===== src/rtl/twocomp_to_sm_serial_if.sv =====
// Request/result bundle for the serial two's-complement to sign-magnitude converter.
interface twocomp_to_sm_serial_if #(
  parameter int WIDTH = 4
);
  logic             start;
  logic [WIDTH-1:0] din;
  logic             busy;
  logic             done;
  logic [WIDTH-1:0] sm_out;
  logic             ovf;

  modport master (output start, din, input busy, done, sm_out, ovf);
  modport slave  (input start, din, output busy, done, sm_out, ovf);
endinterface


===== src/rtl/twocomp_to_sm_serial.sv =====
// Bit-serial two's complement to sign-magnitude converter, magnitude processed LSB-first
// with the copy-until-first-one-then-invert rule; result presented with a one-cycle done.
module twocomp_to_sm_serial #(
  parameter int WIDTH = 4
) (
  input  logic                    clk,
  input  logic                    rst,
  twocomp_to_sm_serial_if.slave   bus
);
  localparam int MW = WIDTH - 1;
  localparam int CW = $clog2(WIDTH);

  localparam logic [1:0] ST_IDLE  = 2'd0;
  localparam logic [1:0] ST_SHIFT = 2'd1;
  localparam logic [1:0] ST_DONE  = 2'd2;

  logic [1:0]       state_q, state_d;
  logic             sign_q, sign_d;
  logic [MW-1:0]    shreg_q, shreg_d;
  logic [MW-1:0]    res_q, res_d;
  logic             seen_q, seen_d;
  logic [CW-1:0]    cnt_q, cnt_d;
  logic             busy_q, busy_d;
  logic             done_q, done_d;
  logic [WIDTH-1:0] sm_q, sm_d;
  logic             ovf_q, ovf_d;

  logic             b;
  logic             out_bit;
  logic [WIDTH-1:0] res_shift;

  always_comb begin
    state_d   = state_q;
    sign_d    = sign_q;
    shreg_d   = shreg_q;
    res_d     = res_q;
    seen_d    = seen_q;
    cnt_d     = cnt_q;
    busy_d    = busy_q;
    done_d    = 1'b0;
    sm_d      = sm_q;
    ovf_d     = ovf_q;
    b         = shreg_q[0];
    out_bit   = sign_q ? (b ^ seen_q) : b;
    // New bit enters from the MSB side so the magnitude ends up in natural order.
    res_shift = {out_bit, res_q};

    case (state_q)
      ST_IDLE: begin
        if (bus.start) begin
          sign_d  = bus.din[WIDTH-1];
          shreg_d = bus.din[WIDTH-2:0];
          seen_d  = 1'b0;
          cnt_d   = '0;
          busy_d  = 1'b1;
          state_d = ST_SHIFT;
        end
      end
      ST_SHIFT: begin
        shreg_d = shreg_q >> 1;
        res_d   = res_shift[WIDTH-1:1];
        seen_d  = seen_q | b;
        cnt_d   = cnt_q + 1'b1;
        if (cnt_q == CW'(WIDTH - 2)) begin
          sm_d    = {sign_q, res_shift[WIDTH-1:1]};
          // A negative word with no one in its magnitude is -2^(WIDTH-1).
          ovf_d   = sign_q & ~(seen_q | b);
          done_d  = 1'b1;
          state_d = ST_DONE;
        end
      end
      ST_DONE: begin
        busy_d  = 1'b0;
        state_d = ST_IDLE;
      end
      default: begin
        busy_d  = 1'b0;
        state_d = ST_IDLE;
      end
    endcase
  end

  always_ff @(posedge clk or posedge rst) begin
    if (rst) begin
      state_q <= ST_IDLE;
      sign_q  <= 1'b0;
      shreg_q <= '0;
      res_q   <= '0;
      seen_q  <= 1'b0;
      cnt_q   <= '0;
      busy_q  <= 1'b0;
      done_q  <= 1'b0;
      sm_q    <= '0;
      ovf_q   <= 1'b0;
    end else begin
      state_q <= state_d;
      sign_q  <= sign_d;
      shreg_q <= shreg_d;
      res_q   <= res_d;
      seen_q  <= seen_d;
      cnt_q   <= cnt_d;
      busy_q  <= busy_d;
      done_q  <= done_d;
      sm_q    <= sm_d;
      ovf_q   <= ovf_d;
    end
  end

  assign bus.busy   = busy_q;
  assign bus.done   = done_q;
  assign bus.sm_out = sm_q;
  assign bus.ovf    = ovf_q;
endmodule


===== src/flat_wrapper.sv =====
// flat-port wrapper written by rule: the top's interface ports become plain ports
module twocomp_to_sm_serial_flat 
#(
  parameter int WIDTH = 4
)
  (clk, rst, bus_start, bus_din, bus_busy, bus_done, bus_sm_out, bus_ovf);
  twocomp_to_sm_serial_if #(.WIDTH(WIDTH)) bus_i ();
  input  logic clk;
  input  logic rst;
  input wire logic [$bits(bus_i.start)-1:0] bus_start;
  input wire logic [$bits(bus_i.din)-1:0] bus_din;
  output wire logic [$bits(bus_i.busy)-1:0] bus_busy;
  output wire logic [$bits(bus_i.done)-1:0] bus_done;
  output wire logic [$bits(bus_i.sm_out)-1:0] bus_sm_out;
  output wire logic [$bits(bus_i.ovf)-1:0] bus_ovf;
  assign bus_i.start = bus_start;
  assign bus_i.din = bus_din;
  assign bus_busy = bus_i.busy;
  assign bus_done = bus_i.done;
  assign bus_sm_out = bus_i.sm_out;
  assign bus_ovf = bus_i.ovf;
  twocomp_to_sm_serial #(.WIDTH(WIDTH)) u_core (.clk(clk), .rst(rst), .bus(bus_i));
endmodule

===== config.mk =====
export PLATFORM = sky130hd
export DESIGN_NAME = twocomp_to_sm_serial_flat
export DESIGN_NICKNAME = d
export VERILOG_FILES = /design/src/rtl/twocomp_to_sm_serial_if.sv /design/src/rtl/twocomp_to_sm_serial.sv /design/src/flat_wrapper.sv
export SDC_FILE = /design/constraint.sdc
export NUM_CORES = 1
export LEC_CHECK = 0
export ABC_AREA = 1
export CORE_MARGIN = 4
export CORE_UTILIZATION = 40
export CTS_CLUSTER_SIZE = 28
export DETAILED_ROUTE_END_ITERATION = 12
export GPL_TIMING_DRIVEN = 0
export PLACE_DENSITY = 0.66
export SYNTH_ARGS = -nofsm -noshare
export SYNTH_HDL_FRONTEND = slang
export SYNTH_SLANG_ARGS = --single-unit

===== constraint.sdc =====
create_clock -name clk -period 1.6 [get_ports clk]
set_input_delay 0.4 -clock clk [delete_from_list [all_inputs] [get_ports clk]]
set_output_delay 0.4 -clock clk [all_outputs]
set_load 0.005 [all_outputs]

=== After elaboration in Yosys (flattened, before gate mapping) ===
Cells that the tools add are included.

* Add/sub/neg operators: 1
* Mux-type cells: 14
* Eq/ne operators: 4
* Reductions and logical operators: 7
* Bitwise logic cells: 5

{| class="wikitable"
|+ Operator list
! operator !! number
|-
| 2-bit AND reduction || 5
|-
| 2-bit one-hot mux with 2 select lines || 2
|-
| 2-bit 2-to-1 mux || 3
|-
| 3-bit one-hot mux with 2 select lines || 1
|-
| 1-bit 2-to-1 mux || 5
|-
| 1-bit one-hot mux with 2 select lines || 2
|-
| 3-bit 2-to-1 mux || 1
|-
| 2-bit by 1-bit adder with 2-bit output (second input constant) || 1
|-
| 2-bit by 1-bit equality test with 1-bit output (second input constant) || 1
|-
| 2-bit equality test (second input constant) || 1
|-
| 2-bit zero test || 1
|-
| 2-bit by 1-bit inequality test with 1-bit output (second input constant) || 1
|-
| 2-bit inequality test (second input constant) || 1
|-
| 1-bit NOT || 2
|-
| 2-bit nonzero test || 1
|-
| 1-bit AND || 1
|-
| 1-bit bitwise OR || 1
|-
| 1-bit bitwise XOR || 1
|}

* Output and inout port bits: 7
* Flip-flop bits (word level): 19
* Input port bits: 7
* Logic and storage cells: 41

=== Logic depth before layout (Yosys ltp) ===
* Depth after elaboration: 3
* Depth in mapped cells: 6
* Depth with buffers taken out: 6

=== Least setup slack after synthesis ===
No wires, ideal clock.

* Kind: reg2reg
* Start: register u_core.cnt_q[0]
* End: register u_core.sm_q[2], in the netlist u_core.bus.sm_out[2]
* Buffers on the path: 0
* Setup time: 0.065 ns
* Slack: 0.572 ns
* Data required time: 1.535 ns
* Cell stages (with the launch flop): 7
* Arrival: 0.963 ns
* Clock period less this slack: 1.028 ns
* Path through: dfrtp_1 inv_1 ha_1 inv_2 nor2_4 nand2_1 nand2_1

* Word-level cells in the longest chain between the ends: 2

{| class="wikitable"
|+ Ends and longest elaborated chain
! what !! RTL line !! text
|-
| start, declared || twocomp_to_sm_serial.sv:22 || <nowiki>logic [CW-1:0] cnt_q, cnt_d;</nowiki>
|-
| start signal, assigned || twocomp_to_sm_serial.sv:101 || <nowiki>cnt_q <= cnt_d;</nowiki>
|-
| 2-bit equality test || twocomp_to_sm_serial.sv:64 || <nowiki>if (cnt_q == CW'(WIDTH - 2)) begin</nowiki>
|-
| 2-bit AND reduction (no source line) || - ||
|-
| end signal, assigned || twocomp_to_sm_serial.sv:104 || <nowiki>sm_q <= sm_d;</nowiki>
|-
| end, declared || twocomp_to_sm_serial.sv:25 || <nowiki>logic [WIDTH-1:0] sm_q, sm_d;</nowiki>
|}

Every way passes these cells.
A chain may end at the register's enable or synchronous reset.

=== Worst setup path in the final report ===
* Start: register u_core.sm_q[1], in the netlist u_core.bus.sm_out[1]
* End: output port bus_sm_out[1]

{| class="wikitable"
|+ RTL lines
! what !! RTL line !! text
|-
| end, declared || flat_wrapper.sv:14 || <nowiki>output wire logic [$bits(bus_i.sm_out)-1:0] bus_sm_out;</nowiki>
|}

No word-level cell between the ends.

==> flow_summary.ini <==
[outcome]
status = completed

[layout]
area_growth_pct = 26.7
final_layout_size_suffix_gt1_share_pct = 23.6
instances_no_fill = 133
fin_area_um2 = 1070
insertedDiodeCount = 0
nNetsFinal = 116

[clocking]
clockRootBuffer = clkbuf_4
insertion_delay_ps = 290
htreeDepth = 1
cts_tree = yes
cts_sinks = 18
postCtsHoldBufs = 0
clk_pin_slew_worst_paths_ps = 100
cts_buffer_depth = 2
numCtsBuffers = 3

[sta]
skew_ps = 3.43
finalHoldViolations = 0
relSlewSlack_pct = 53.3
fin_crit_sh_pct = 97.4
finalSetupTns_ps = 0
fmax_ghz = 0.641
period_minus_slack_ps = 1560
finalSetupViolCount = 0
slew_viol_final = 0
worst_slew_pin_slew_ps = 700
worst_slack_ps = 41.1
hold_slack_ps = 484

[placement]
place_congestion = 0.776
dpl_cell_area_um2 = 1010
portBuffers = 13
hpwlAfterDp_um = 1100
pre_cts_slack_ps = 239
dp.cells = 127

[global_routing]
grt_usage_pct = 12.4
grt_max_degree = 19
grt_pass1_vias = 587
overflow = 0
grt_antenna_before_repair = 0
grt_pass1_wl_um = 2530

[floorplanning]
ios = 14
start_util_pct = 42.6
num_rows = 16
core_area_um2 = 1980
die_h_um = 53.9
die_area_um2 = 2910
die_w_um = 53.9

[synth]
synth_flop_cell = dfrtp_1
ys_seq_area_share_pct = 53.4
synthTopCellsByArea = dfrtp_1 53%, nand2_1 12%, o21ai_2 6.2%
syn-num-nets = 96
ys_ff_latch = 18
synth_top_area_share_pct = 53.4
syn_area_per_cell_um2 = 9.69
synth-edff-count = 0
synthTopCellsByCount = 28 x nand2_1, 18 x dfrtp_1, 9 x inv_1, 6 x nand3_1, 6 x o21ai_2
yosysUniqueCellTypes = 15
async_reset_ff_share_pct = 100
yosysWarnings = 0
synthCells = 87
yosysTopAreaCell = dfrtp_1
synth_most_common_cell = nand2_1
netlist_area_um2 = 843

[power]
power_density_nw_per_um2 = 1890
p_leak_nw = 0.583
irDropWorstVdd_mv = 0.997

[min_path]
hp-class = flop to flop
hold_depth = 2
hold_path_startpoint = u_core.res_q[1]
holdPathEnd = u_core.bus.sm_out[0]

[routing]
ant_nets = 0
drtPass1Iterations = 4
drc = 0
dr_total_vias = 603
avgViaCountPerCell = 4.53
drt_iter0_drc = 7
wirelength_um = 1490
wire_per_inst_um = 11.2

[setup_path]
cpPeakStageDelay_ps = 500
critPathArrivalTime_ps = 1160
r2r_slack_ps = 480
timing.rr.start = u_core.cnt_q[0]
reg2regPathDepth = 6
cp.required_ps = 1200
critical_path_buf_inv_count = 1
slowest_stage = clkdlybuf4s50_1
crit_chain = clkdlybuf4s50_1
crit_type = flop to output port
endpoint_kind = output port
critPathLaunchType = flop
r2r-end = u_core.bus.sm_out[2]
cp_max_fo = 2
path_delay_family = buffers and inverters

[job]
cap_violations = 0
[where the power goes]
part | internal, W | leakage [nW] | total (W) | switching [W]
registers | 0.000651 | 0.226 | 0.000777 | 0.000126
clock network | 0.000139 | 0.0210 | 0.000276 | 0.000138
logic | 0.000452 | 0.336 | 0.000970 | 0.000518
total | 0.00124 | 0.583 | 0.00202 | 0.000782
[worst max path at each step]
stage | start | to | slack (ps) | cells past startpoint
6_report | u_core.bus.sm_out[1] | bus_sm_out[1] | 40 | 1
5_1_grt | u_core.bus.sm_out[1] | bus_sm_out[1] | -5 | 1
4_1_cts | u_core.bus.sm_out[2] | bus_sm_out[2] | 30 | 1
3_5_place_dp | bus_start | u_core.shreg_q[0] | 240 | 5
3_3_place_gp | bus_start | u_core.shreg_q[2] | 240 | 5
2_1_floorplan | u_core.cnt_q[0] | u_core.bus.sm_out[2] | 570 | 6
[logic make-up (layout without fill, tap and decap cells)]
group                    after synthesis  count (layout)  share of synthesized area [%]
AND/OR/NAND/NOR                       45              45                           27.9
flip-flops                            18              18                           53.4
buffers and inverters                 13              32                           7.71
AO/OA/AOI/OAI                          9               9                           8.01
adder cells (fa/ha/maj)                2               2                           2.97
[layout make-up]
class,count,area (um2)
fill,186,913
sequential,18,450
multi-input combinational,56,328
timing repair buffer,15,155
inverter,12,45.0
clock buffer,4,36.3
tap,27,33.8
buffer,1,20.0
[cells in the final DEF, fill, tap and decap left out, drive strengths merged]
cell type	count
dfrtp	18
nor2	4
o21ai	9
clkbuf	4
nand2	32
buf	3
nand3	9
ha	2
inv	12
dlymetal6s2s	4
clkdlybuf4s50	9
[per-layer routing]
layer	wire, um	share of wire [%]	GRT usage (%)
met1	707	47	15.6
met2	726	49	19.6
met3	36	2.4	3.32
met4	20	1.3	6.38
met5	0	0	0
[state kept, by name, summed over array words and instances (netlist names)]
register           count
u_core.sign_q          1
u_core.cnt_q           2
u_core.seen_q          1
u_core.bus.sm_out      4
u_core.state_q         2
u_core.bus.done        1
u_core.bus.ovf         1
u_core.bus.busy        1
u_core.shreg_q         3
u_core.res_q           2
[stage by stage]
| stage | total power, W | utilization [%] |
|---|---|---|
| final | 0.00202 | 53.9 |
| after detailed placement | 0.00175 | 50.8 |
| after global routing | 0.00221 | 53.9 |
| after global placement | 0.00173 | 50.8 |
| after CTS | 0.00203 | 52.7 |
| after floorplan | 0.00147 | - |
[what timing repair did]
item                       CTS  global route
resized for setup            0             4
buffers inserted             0             2
setup endpoints to repair    0             5
Power figures use the tool's default switching activity.
